<file path="config.mk">
export PLATFORM = sky130hd
export DESIGN_NAME = remote_comm
export DESIGN_NICKNAME = d
export VERILOG_FILES = /design/src/rtl/remote_comm.sv
export SDC_FILE = /design/constraint.sdc
export NUM_CORES = 1
export LEC_CHECK = 0
export ABC_AREA = 1
export CORE_UTILIZATION = 25
export DETAILED_ROUTE_END_ITERATION = 10
export PLACE_DENSITY_LB_ADDON = 0.2
export SYNTH_ARGS = -nofsm -noshare
export SYNTH_HDL_FRONTEND = slang
export SYNTH_SLANG_ARGS = --single-unit
</file>
<file path="constraint.sdc">
create_clock -name clk -period 1.7 [get_ports clk]
set_input_delay 0.34 -clock clk [delete_from_list [all_inputs] [get_ports clk]]
set_output_delay 0.34 -clock clk [all_outputs]
set_load 0.01 [all_outputs]
</file>
<file path="src/rtl/remote_comm.sv">
// remote_comm: host-side UART link; sends a 16-bit command as two 8N1 bytes (high first)
// and receives single response bytes on an independent receiver.
module remote_comm #(
    parameter int BAUD_DIV = 2604
) (
    input  logic        clk,
    input  logic        rst_n,
    input  logic        RX,
    output logic        TX,
    input  logic [15:0] cmd,
    input  logic        send_cmd,
    output logic        cmd_sent,
    output logic        resp_rdy,
    output logic [7:0]  resp
);
    localparam int CW = $clog2(BAUD_DIV);

    typedef enum logic [1:0] {IDLE, HIGH, LOW, DONE} tx_state_t;
    typedef enum logic [1:0] {R_IDLE, R_START, R_DATA} rx_state_t;

    tx_state_t     tx_state_q, tx_state_d;
    logic [CW-1:0] tx_cnt_q, tx_cnt_d;
    logic [3:0]    tx_bit_q, tx_bit_d;
    logic [15:0]   cmd_q, cmd_d;
    logic          tx_q, tx_d, sent_q, sent_d;

    rx_state_t     rx_state_q, rx_state_d;
    logic [CW-1:0] rx_cnt_q, rx_cnt_d;
    logic [3:0]    rx_bit_q, rx_bit_d;
    logic [2:0]    rx_sync_q;
    logic [7:0]    sh_q, sh_d, resp_q, resp_d;
    logic          rdy_q, rdy_d;

    logic       accept, baud_end, frame_end, rx_s, rx_prev;
    logic [9:0] frame;

    assign accept    = tx_state_q == IDLE && send_cmd;
    assign baud_end  = tx_cnt_q == CW'(BAUD_DIV - 1);
    assign frame_end = baud_end && tx_bit_q == 4'd9;
    assign frame     = {1'b1, tx_state_q == HIGH ? cmd_q[15:8] : cmd_q[7:0], 1'b0};
    assign rx_s      = rx_sync_q[1];
    assign rx_prev   = rx_sync_q[2];

    assign TX       = tx_q;
    assign cmd_sent = sent_q;
    assign resp_rdy = rdy_q;
    assign resp     = resp_q;

    // TX is registered, so the line lags the FSM's bit position by one cycle
    always_comb begin
        tx_state_d = tx_state_q;
        tx_cnt_d   = tx_cnt_q;
        tx_bit_d   = tx_bit_q;
        cmd_d      = cmd_q;
        sent_d     = sent_q;
        tx_d       = (tx_state_q == HIGH || tx_state_q == LOW) ? frame[tx_bit_q] : 1'b1;
        case (tx_state_q)
            IDLE: if (send_cmd) begin
                tx_state_d = HIGH;
                cmd_d      = cmd;
                sent_d     = 1'b0;
                tx_cnt_d   = '0;
                tx_bit_d   = '0;
            end
            HIGH, LOW: begin
                tx_cnt_d = baud_end ? '0 : tx_cnt_q + CW'(1);
                tx_bit_d = frame_end ? 4'd0 : (baud_end ? tx_bit_q + 4'd1 : tx_bit_q);
                if (frame_end) tx_state_d = tx_state_q == HIGH ? LOW : DONE;
            end
            default: begin
                sent_d     = 1'b1;
                tx_state_d = IDLE;
            end
        endcase
    end

    always_comb begin
        rx_state_d = rx_state_q;
        rx_cnt_d   = rx_cnt_q + CW'(1);
        rx_bit_d   = rx_bit_q;
        sh_d       = sh_q;
        resp_d     = resp_q;
        rdy_d      = accept ? 1'b0 : rdy_q;
        case (rx_state_q)
            R_IDLE: if (rx_prev && !rx_s) begin
                rx_state_d = R_START;
                rx_cnt_d   = '0;
                rdy_d      = 1'b0;
            end
            R_START: if (rx_cnt_q == CW'(BAUD_DIV / 2 - 1)) begin
                rx_state_d = rx_s ? R_IDLE : R_DATA;
                rx_cnt_d   = '0;
                rx_bit_d   = '0;
            end
            default: if (rx_cnt_q == CW'(BAUD_DIV - 1)) begin
                rx_cnt_d = '0;
                if (rx_bit_q == 4'd8) begin
                    resp_d     = sh_q;
                    rdy_d      = 1'b1;
                    rx_state_d = R_IDLE;
                end else begin
                    sh_d     = {rx_s, sh_q[7:1]};
                    rx_bit_d = rx_bit_q + 4'd1;
                end
            end
        endcase
    end

    always_ff @(posedge clk or negedge rst_n) begin
        if (!rst_n) begin
            tx_state_q <= IDLE;
            tx_cnt_q   <= '0;
            tx_bit_q   <= '0;
            cmd_q      <= '0;
            tx_q       <= 1'b1;
            sent_q     <= 1'b0;
            rx_state_q <= R_IDLE;
            rx_cnt_q   <= '0;
            rx_bit_q   <= '0;
            rx_sync_q  <= 3'b111;
            sh_q       <= '0;
            resp_q     <= '0;
            rdy_q      <= 1'b0;
        end else begin
            tx_state_q <= tx_state_d;
            tx_cnt_q   <= tx_cnt_d;
            tx_bit_q   <= tx_bit_d;
            cmd_q      <= cmd_d;
            tx_q       <= tx_d;
            sent_q     <= sent_d;
            rx_state_q <= rx_state_d;
            rx_cnt_q   <= rx_cnt_d;
            rx_bit_q   <= rx_bit_d;
            rx_sync_q  <= {rx_sync_q[1:0], RX};
            sh_q       <= sh_d;
            resp_q     <= resp_d;
            rdy_q      <= rdy_d;
        end
    end
endmodule

</file>
==> results of run 1 <==
worst min path at each step:
stage | startpoint | end | slack, ns
after floorplan | rst_n | cmd_q[0]$_DFFE_PN0P_ | 0.04
after global placement | rst_n | cmd_q[2]$_DFFE_PN0P_ | 0.32
after detailed placement | rst_n | cmd_q[2]$_DFFE_PN0P_ | 0.32
after CTS | rx_sync_q[0]$_DFF_PN1_ | rx_sync_q[1]$_DFF_PN1_ | 0.36
after global routing | rx_sync_q[0]$_DFF_PN1_ | rx_sync_q[1]$_DFF_PN1_ | 0.36
final | rx_sync_q[0]$_DFF_PN1_ | rx_sync_q[1]$_DFF_PN1_ | 0.36
flip-flops by register name, summed over array words and instances, names as in the netlist, 2 cells and up:
| signal | flops |
|---|---|
| rx_state_q | 2 |
| rx_cnt_q | 12 |
| tx_bit_q | 4 |
| rx_sync_q | 3 |
| tx_state_q | 2 |
| tx_cnt_q | 12 |
| rx_bit_q | 4 |
| resp | 8 |
| sh_q | 8 |
| cmd_q | 16 |
Yosys cell counts, drive strengths merged:
cell type | number | area [sq um]
a21boi | 1 | 7.510
a21oi | 14 | 70.07
a31oi | 1 | 6.260
buf | 7 | 52.55
clkbuf | 1 | 3.750
clkinv | 1 | 8.760
dfrtp | 70 | 1752
dfstp | 4 | 105.1
ha | 11 | 137.6
inv | 55 | 206.4
mux2 | 12 | 135.1
nand2 | 118 | 457.9
nand3 | 44 | 247.7
nand4 | 9 | 62.56
nor2 | 66 | 272.8
nor3 | 11 | 60.06
o21a | 4 | 30.03
o21ai | 23 | 115.1
o22ai | 1 | 6.260
or2 | 1 | 6.260
xor2 | 8 | 70.07
cells by family after synthesis:
kind of cell               count (synthesis)
AOI/OAI and AO/OA                         44
xor gates and xnor gates                   8
adders and majority gates                 11
buffers and inverters                     64
DFF                                       74
muxes                                     12
and+or+nand+nor                          249
power groups by stage:
stage / clock (uW) / combinational (uW) / sequential, uW
5_1_grt: 2060 / 2720 / 2540
3_3_place_gp: 0 / 2290 / 2500
2_1_floorplan: 0 / 1630 / 2440
3_5_place_dp: 0 / 2310 / 2510
4_1_cts: 1980 / 2320 / 2480
6_report: 1910 / 2340 / 2480
cell type report:
class                      instances  area share, %
timing repair buffer              48          9.737
inverter                          56          4.526
sequential                        74          39.05
clock buffer                      10          4.816
tap                              184          4.842
multi-input combinational        324          35.66
clock inverter                     6          1.368
timing repair:
action / CTS / global route
endpoints found under the setup margin: 1 / 13
hold buffers: 1 / 0
buffers inserted: 0 / 2
pin swaps: 0 / 1
hold endpoints to repair: 29 / 0
resized for setup: 1 / 6
layer usage:
layer / track usage (%) / vias to the layer above / part of all wire (%)
met5: 0 / - / 0
met4: 4.304 / 0 / 1.5
met2: 17.84 / 40 / 45
met1: 15.07 / 1425 / 50
li1: - / 1588 / -
met3: 3.509 / 9 / 3.2
metrics by stage:
step | cell area (sq um) | setup TNS [ns] | utilization (%) | instances
floorplan | 3814 | 0 | - | 462
global placement | 4423 | -0.002953 | 30.09 | 683
detailed placement | 4423 | -0.01718 | 30.09 | 683
CTS | 4726 | 0 | 32.15 | 700
global route | 4755 | -0.006844 | 32.35 | 702
finish | 4755 | 0 | 32.35 | 702
==> run metrics, run 1 <==
worst clock skew=around 0.0055 ns; final slew viol count=0; failing checks=design-rule violations; vias in the first global route=3077; clock slew at reported path FFs=roughly 0.06 ns; largest net degree at the start of global routing=33; switching pwr=2423 uW; Num CTS Buffers=9; drt wl/cell=11.47 um; pre-CTS setup slack=-0.01718 ns; # IOs=31; most common cell after layout, fill and taps aside=nand2_1; Vias/cell=4.362; Leak=0.002201 uW; final worst setup slack=0.1149 ns; footprint of the multi-input gates=1695 sq um; DRT Wirelength=~8000 um; Hold/Removal Path Class=reg -> reg; FILL cells=1528; Post-Synth Adder-Cell Area=3.609%; Sink Count=74; final clock period utilization by the worst path=~93%; area taken by flip-flops and latches=1857 sq um; total die area=15750 sq um; Routability Congestion=0.8445; startpoint types=flop; clk_lat worst skew=0.34 ns; Hold Vio Cnt, Final=0; CP Capture Type=output pin; delay of the slowest critical-path stage=0.56 ns; Worst Setup SP=resp_rdy$_DFF_PN0_; Synth Net Count=493; status=finished with violations; initial antenna violation count=0; Slew HR=70.90%; number of remaining DRC errors=2; row cnt=44; first-pass GRT wire length=14510 um; Net Sw Frac=35.98%; Max-Cap Viols=0; most frequent cells in the layout=nand2_1, dfrtp_1, nor2_1, inv_1, nand3_1; mean post-synth cell area=8.255 sq um; CP bufs+invs=1; hold depth=0; H-tree levels=3; Worst R2R Start=tx_state_q[1]$_DFFE_PN0P_; mux share of post-synthesis cell area=under 10%; Logic pwr share=a little over a third; CTS max path bufs=2; fmax=~630 MHz; critical path arrival=~1.3 ns; xor/xnor share of the synthesized area=1.837%; Syn Std Cell Area=between 3000 and 4000 sq um; crit path kind=reg -> out; Simple-Gate Fraction of Synth Area=29.04%; CP cell instances=clkdlybuf4s50_1; GR Util All Layers=about 12%; main combinational cell family by area after synthesis=simple AND/OR/NAND/NOR gates; Slowest cell on crit path=clkdlybuf4s50_1; Seq cells post-synth=74; CP endpoint=resp_rdy; Tightest Pin Transition=0.4365 ns; sequential power share=36.8%; CTS Root Cell=clkbuf_16; post-synthesis sequential area ratio=48.69%; CTS tree=built; Area Overhead vs Synth=24.67%; effective utilization at floorplan=25.94%; Hold WS=0.3560 ns; post-synthesis compound-gate area fraction=between 6 and 7%; cell family with most CP delay=buffers and inverters; Peak VDD IR=0.7118 mV; Final #Nets=544; Syn Inst Count=462; DIE HEIGHT=125.5 um; CP Data Required Time=1.36 ns; Power Dens Cells=1417 nW/um^2; R2R Setup Slk=0.14 ns; core area=14700 sq um; DR pass1 iterations=7; CP Depth=1; Die Wd=about 130 um; Yosys cell types=32; vias=3062; post-route minimum period=~1.6 ns; Max FO, Critical Path=2; post-DP HPWL=5957 um; FF-to-FF End=tx_cnt_q[9]$_DFFE_PN0P_; PortBufs=30; total power=6735 uW; internal power=4312 uW; Antenna Violating Nets Remaining=0; Final setup viols=0; n_diodes=0; YS warnings=0; share of layout cells above drive strength 1=15.44%; Initial DRC Count=180; residual overflow from global routing=0; worst reg2reg path depth=11; Clk pwr share=28.4%
(Power assumes the default switching activity.)
==> inputs of run 2 (changes only) <==
- CORE_ASPECT_RATIO: default -> 0.9
- clock period: 1.7 -> 1.5 ns (I/O delays scaled with it)
==> run 2 against run 1 <==
The run now ends clean. Utilization up 3.0 points. Clock-buffer cell count down 1. Worst hold slack better by 0.0022 ns. Sequential power up 14%. Routed wire length up 11%. Final cell count up 6.4%. Critical path depth up 10. Non-clock buffer count up 31. Highest routed layer unchanged. Clock power up 14%. Clock skew down 0.00096 ns. Critical path type is now reg -> reg. Largest power group is now combinational logic.
==> run metrics, run 2 (synthesis results as in run 1) <==
status=complete, no violations; clk_lat worst skew=0.34 ns; Tightest Pin Transition=0.3478 ns; DIE HEIGHT=119.2 um; non-filler instance count after layout=747; metal3 WL=359 um; placed insts=720; most common cell after layout, fill and taps aside=nand2_1; switching pwr=3095 uW; largest registers in the final layout=cmd_q x16, rx_cnt_q x12, tx_cnt_q x12; pre-CTS setup slack=-0.1477 ns; vias in the first global route=3255; final clock period utilization by the worst path=98.08%; internal power=5377 uW; met1 WL=between 4000 and 5000 um; effective utilization at floorplan=25.73%; Die Wd=approximately 130 um; Layout Utilization=35.32%; Slew HR=76.73%; DRT Wirelength=just under 9000 um; clock slew at reported path FFs=0.06 ns; number of remaining DRC errors=0; GR Util All Layers=12.00%; drt wl/cell=between 10 and 15 um; CTS tree=built; Logic pwr share=between 40 and 50%; most frequent cells in the layout=nand2_1, dfrtp_1, nor2_1, buf_4, inv_1; Num CTS Buffers=9; area taken by flip-flops and latches=approximately 1900 sq um; Max FO, Critical Path=5; Final #Nets=roughly 580; Hold Vio Cnt, Final=0; PortBufs=30; max layer used=met4; CTS max path bufs=2; sequential power share=33.4%; crit path kind=reg -> reg; Area Overhead vs Synth=37.24%; CP Capture Type=flop; RSZ-0062 raised after global routing=true; Initial DRC Count=~170; total die area=15750 sq um; CTS Root Cell=clkbuf_16; worst clock skew=roughly 0.0045 ns; met2 WL post-DR=roughly 4100 um; core area=14820 sq um; final slew viol count=0; first-pass GRT wire length=between 15000 and 20000 um; post-route minimum period=1.471 ns; Peak VDD IR=0.9687 mV; row cnt=42; Clk pwr share=25.6%; fmax=679.7 MHz; residual overflow from global routing=0; H-tree levels=3; # IOs=31; placed cell area=4613 sq um; final worst setup slack=0.02884 ns; FILL cells=~1.6k; total power=approximately 8500 uW; Net Sw Frac=36.53%; vias=3241; Final setup viols=0; Largest register FFs=16; critical path arrival=~1.7 ns; n_diodes=0; CP Data Required Time=1.73 ns; largest net degree at the start of global routing=27; Power Dens Cells=1619 nW/um^2; Sink Count=74; Hold/Removal Path Class=reg -> reg; Antenna Violating Nets Remaining=0; Routability Congestion=0.8601; Vias/cell=between 4 and 5; footprint of the multi-input gates=between 1500 and 2000 sq um; startpoint types=flop; cell area after layout=around 5200 sq um; Leak=between 0.002 and 0.0025 uW; Max-Cap Viols=0; Biggest register=cmd_q; DR pass1 iterations=4; post-DP HPWL=6301 um; share of layout cells above drive strength 1=27.69%; initial antenna violation count=0
run 2: cell count changes in the layout (fill, tap and decap cells not counted), sizes merged:
cell,previous run,this run
inv,57,55
clkinv,3,6
buf,18,49
dlygate4sd2,1,11
clkbuf,10,9
clkdlybuf4s50,28,18
run 2: cell type report:
| class | instances | share of cell area (%) |
|---|---|---|
| timing repair buffer | 79 | 13.44 |
| inverter | 56 | 4.303 |
| multi-input combinational | 324 | 36.36 |
| sequential | 74 | 35.52 |
| tap | 198 | 4.733 |
| clock inverter | 7 | 1.339 |
| clock buffer | 9 | 4.303 |
run 2: routing by layer:
metal,up-vias,track usage [%]
met5,-,0
met4,0,4.095
met3,9,3.448
met2,55,18.82
met1,1531,15.80
li1,1646,-
run 2: worst max-delay path, stage by stage, from the launching register on:
cell and delay [ns]:
dfrtp_1 0.40, inv_2 0.09, ha_4 0.15, inv_4 0.03
nor2_4 0.10, nor2_4 0.05, buf_6 0.12, inv_1 0.12
buf_4 0.15, nor2_2 0.03, nand2_1 0.06, nand2_1 0.05
run 2: path summary, 6_finish.rpt:
kind	cells past startpoint	startpoint	slack [ns]	endpoint
setup / recovery	11	tx_state_q[0]$_DFFE_PN0P_	0.03	tx_state_q[0]$_DFFE_PN0P_
hold / removal	0	rx_sync_q[0]$_DFF_PN1_	0.36	rx_sync_q[1]$_DFF_PN1_
setup reg to reg	11	tx_state_q[0]$_DFFE_PN0P_	0.03	tx_state_q[0]$_DFFE_PN0P_
hold reg to reg	0	rx_sync_q[0]$_DFF_PN1_	0.36	rx_sync_q[1]$_DFF_PN1_
max in group asynchronous	3	rst_n	0.53	rx_sync_q[0]$_DFF_PN1_
min in group asynchronous	2	rst_n	0.40	cmd_q[10]$_DFFE_PN0P_
run 2: repair_timing:
action	in CTS	in global routing
hold endpoints to repair	16	0
hold buffers	1	0
cloned	1	1
pin swaps	4	14
setup endpoints to repair	36	60
gates resized for setup	23	64
buffers inserted	1	7
run 2: stage by stage:
step / hold WS [ns] / TNS, ns
4_1_cts: 0.3589 / -0.0004445
3_5_place_dp: 0.2082 / -1.345
3_3_place_gp: 0.2103 / -0.9284
6_report: 0.3582 / 0
5_1_grt: 0.3611 / -0.6627
2_1_floorplan: 0.004409 / 0
run 2: power groups by stage:
stage / Sequential, uW / Combinational, uW / Clock (uW)
after detailed placement: 2830 / 3000 / 0
after floorplan: 2760 / 1850 / 0
after global routing: 2900 / 3910 / 2300
after CTS: 2810 / 3130 / 2250
after global placement: 2820 / 2980 / 0
final: 2830 / 3480 / 2170
==> inputs of run 3 (changes only) <==
- CORE_MARGIN: default -> 10
- SETUP_SLACK_MARGIN: default -> 0.05
==> run 3 against run 2 <==
Die area grew 31%. Via count is essentially flat. Clock-buffer cell count grew 2. Non-clock buffer count grew 4. Flip-flop and latch count is the same. Routed wire length grew 4.1%. Largest cell class unchanged.
==> run metrics, run 3 (synthesis results as in run 1) <==
clock slew at reported path FFs=0.06 ns; first-pass GRT wire length=15460 um; post-DP HPWL=6475 um; Hold/Removal Path Class=in -> async; Power Dens Cells=1631 nW/um^2; Routability Congestion=0.8018; most frequent cells in the layout=nand2_1, dfrtp_1, buf_4, inv_1, nor2_1; CTS max path bufs=2; final slew viol count=0; fmax=667.9 MHz; largest net degree at the start of global routing=35; switching pwr=around 3200 uW; effective utilization at floorplan=25.73%; Biggest register=cmd_q; CP Capture Type=flop; post-route minimum period=1.497 ns; DR pass1 iterations=4; non-filler instance count after layout=752; placed insts=720; final clock period utilization by the worst path=approximately 100%; n_diodes=0; Max-Cap Viols=0; Sink Count=74; drt wl/cell=12.32 um; residual overflow from global routing=0; Peak VDD IR=~1.3 mV; R2R Setup Slk=0.003 ns; largest registers in the final layout=cmd_q x16, rx_cnt_q x12, tx_cnt_q x12; Vias/cell=approximately 4.3; # IOs=31; cell area after layout=5502 sq um; Final setup viols=0; worst clock skew=0.008524 ns; initial antenna violation count=0; CP endpoint=cmd_q[6]$_DFFE_PN0P_; most common cell after layout, fill and taps aside=nand2_1; vias in the first global route=roughly 3.2k; CTS Root Cell=clkbuf_16; CTS tree=built; Num CTS Buffers=9; Clk pwr share=27.5%; DRT Wirelength=between 9000 and 10000 um; PortBufs=30; Antenna Violating Nets Remaining=0; share of layout cells above drive strength 1=roughly 33%; H-tree levels=3; Leak=0.002503 uW; Slew HR=80.83%; Area Overhead vs Synth=44.26%; FF-to-FF End=cmd_q[6]$_DFFE_PN0P_; Tightest Pin Transition=0.2867 ns; critical path arrival=1.72 ns; GR Util All Layers=9.319%; RSZ-0062 raised after global routing=true; startpoint types=flop; Worst Setup SP=tx_state_q[0]$_DFFE_PN0P_; clk_lat worst skew=0.34 ns; crit path kind=reg -> reg; Final #Nets=580; sequential power share=31.8%; row cnt=42; Logic pwr share=40.7%; vias=3238; DIE HEIGHT=137.2 um; worst reg2reg path depth=6; CP Data Required Time=approximately 1.7 ns; Net Sw Frac=around a third; Die Wd=150.2 um; internal power=roughly 5800 uW; Max FO, Critical Path=5; core area=14820 sq um; status=complete, no violations; total die area=20600 sq um; Largest register FFs=16; Initial DRC Count=213; Hold Vio Cnt, Final=0; number of remaining DRC errors=0; Worst R2R Start=tx_state_q[0]$_DFFE_PN0P_; placed cell area=4621 sq um
==> run 3: cell count changes in the layout (fill, tap and decap cells not counted), sizes merged <==
cell,previous run,this run
buf,49,52
bufinv,1,3
clkbuf,9,12
clkinv,6,1
inv,55,57
==> run 3: critical path, stage by stage (launching register included) <==
cell	delay, ns
dfrtp_1	0.40
inv_2	0.07
ha_4	0.17
buf_4	0.16
nand2_8	0.10
clkbuf_16	0.15
mux2_2	0.32
==> run 3: stage by stage <==
stage / TNS, ns / worst slack, ns / power, uW / util [%] / hold WS [ns]
finish: 0 / 0.002811 / 8976 / 37.12 / 0.3639
global route: -0.9737 / -0.07697 / 9648 / 37.12 / 0.3496
CTS: 0 / 0.01465 / 8504 / 34.23 / 0.3536
detailed placement: -1.871 / -0.2069 / 5745 / 31.18 / 0.1798
global placement: -0.9342 / -0.1292 / 5713 / 31.18 / 0.1788
floorplan: 0 / 0.06371 / 4638 / - / 0.004409
==> run 3: area by class of cell <==
class,count,area [sq um]
Timing Repair Buffer,83,773.2
Clock inverter,5,102.6
Multi-Input combinational cell,324,2051
Sequential cell,74,1861
Clock buffer,11,232.7
Timing Repair inverter,1,6.256
Tap cell,198,247.7
Fill cell,1520,9318
Inverter,56,227.7
==> run 3: power by group through the flow <==
stage / combinational (uW) / sequential [uW] / clock, uW
2_1_floorplan: 1870 / 2760 / 0
3_3_place_gp: 2890 / 2820 / 0
3_5_place_dp: 2910 / 2830 / 0
4_1_cts: 3150 / 2800 / 2550
5_1_grt: 4100 / 2920 / 2620
6_report: 3650 / 2850 / 2470
==> run 3: worst min path at each step <==
stage | to | from | slack [ns] | depth (start not counted)
2_1_floorplan | cmd_q[0]$_DFFE_PN0P_ | rst_n | 0.004 | 0
3_3_place_gp | rx_cnt_q[4]$_DFF_PN0_ | rst_n | 0.18 | 1
3_5_place_dp | rx_cnt_q[4]$_DFF_PN0_ | rst_n | 0.18 | 1
4_1_cts | rx_sync_q[0]$_DFF_PN1_ | RX | 0.35 | 1
5_1_grt | rx_sync_q[0]$_DFF_PN1_ | RX | 0.35 | 1
6_report | rx_cnt_q[2]$_DFF_PN0_ | rst_n | 0.36 | 2
==> run 3: routing by layer <==
layer	vias to the layer above	global-route usage (%)	wire length (um)
met5	-	0	0
met4	0	3.074	95
met3	5	3.345	296
met2	35	14.75	4441
met1	1536	11.58	4430
li1	1662	-	-
==> run 3: repair_timing <==
action,CTS,global route
hold buffers,1,0
cloned,1,3
pin swaps,1,26
setup buffers,4,7
endpoints found under the setup margin,48,69
hold endpoints to repair,11,0
resized for setup,33,102
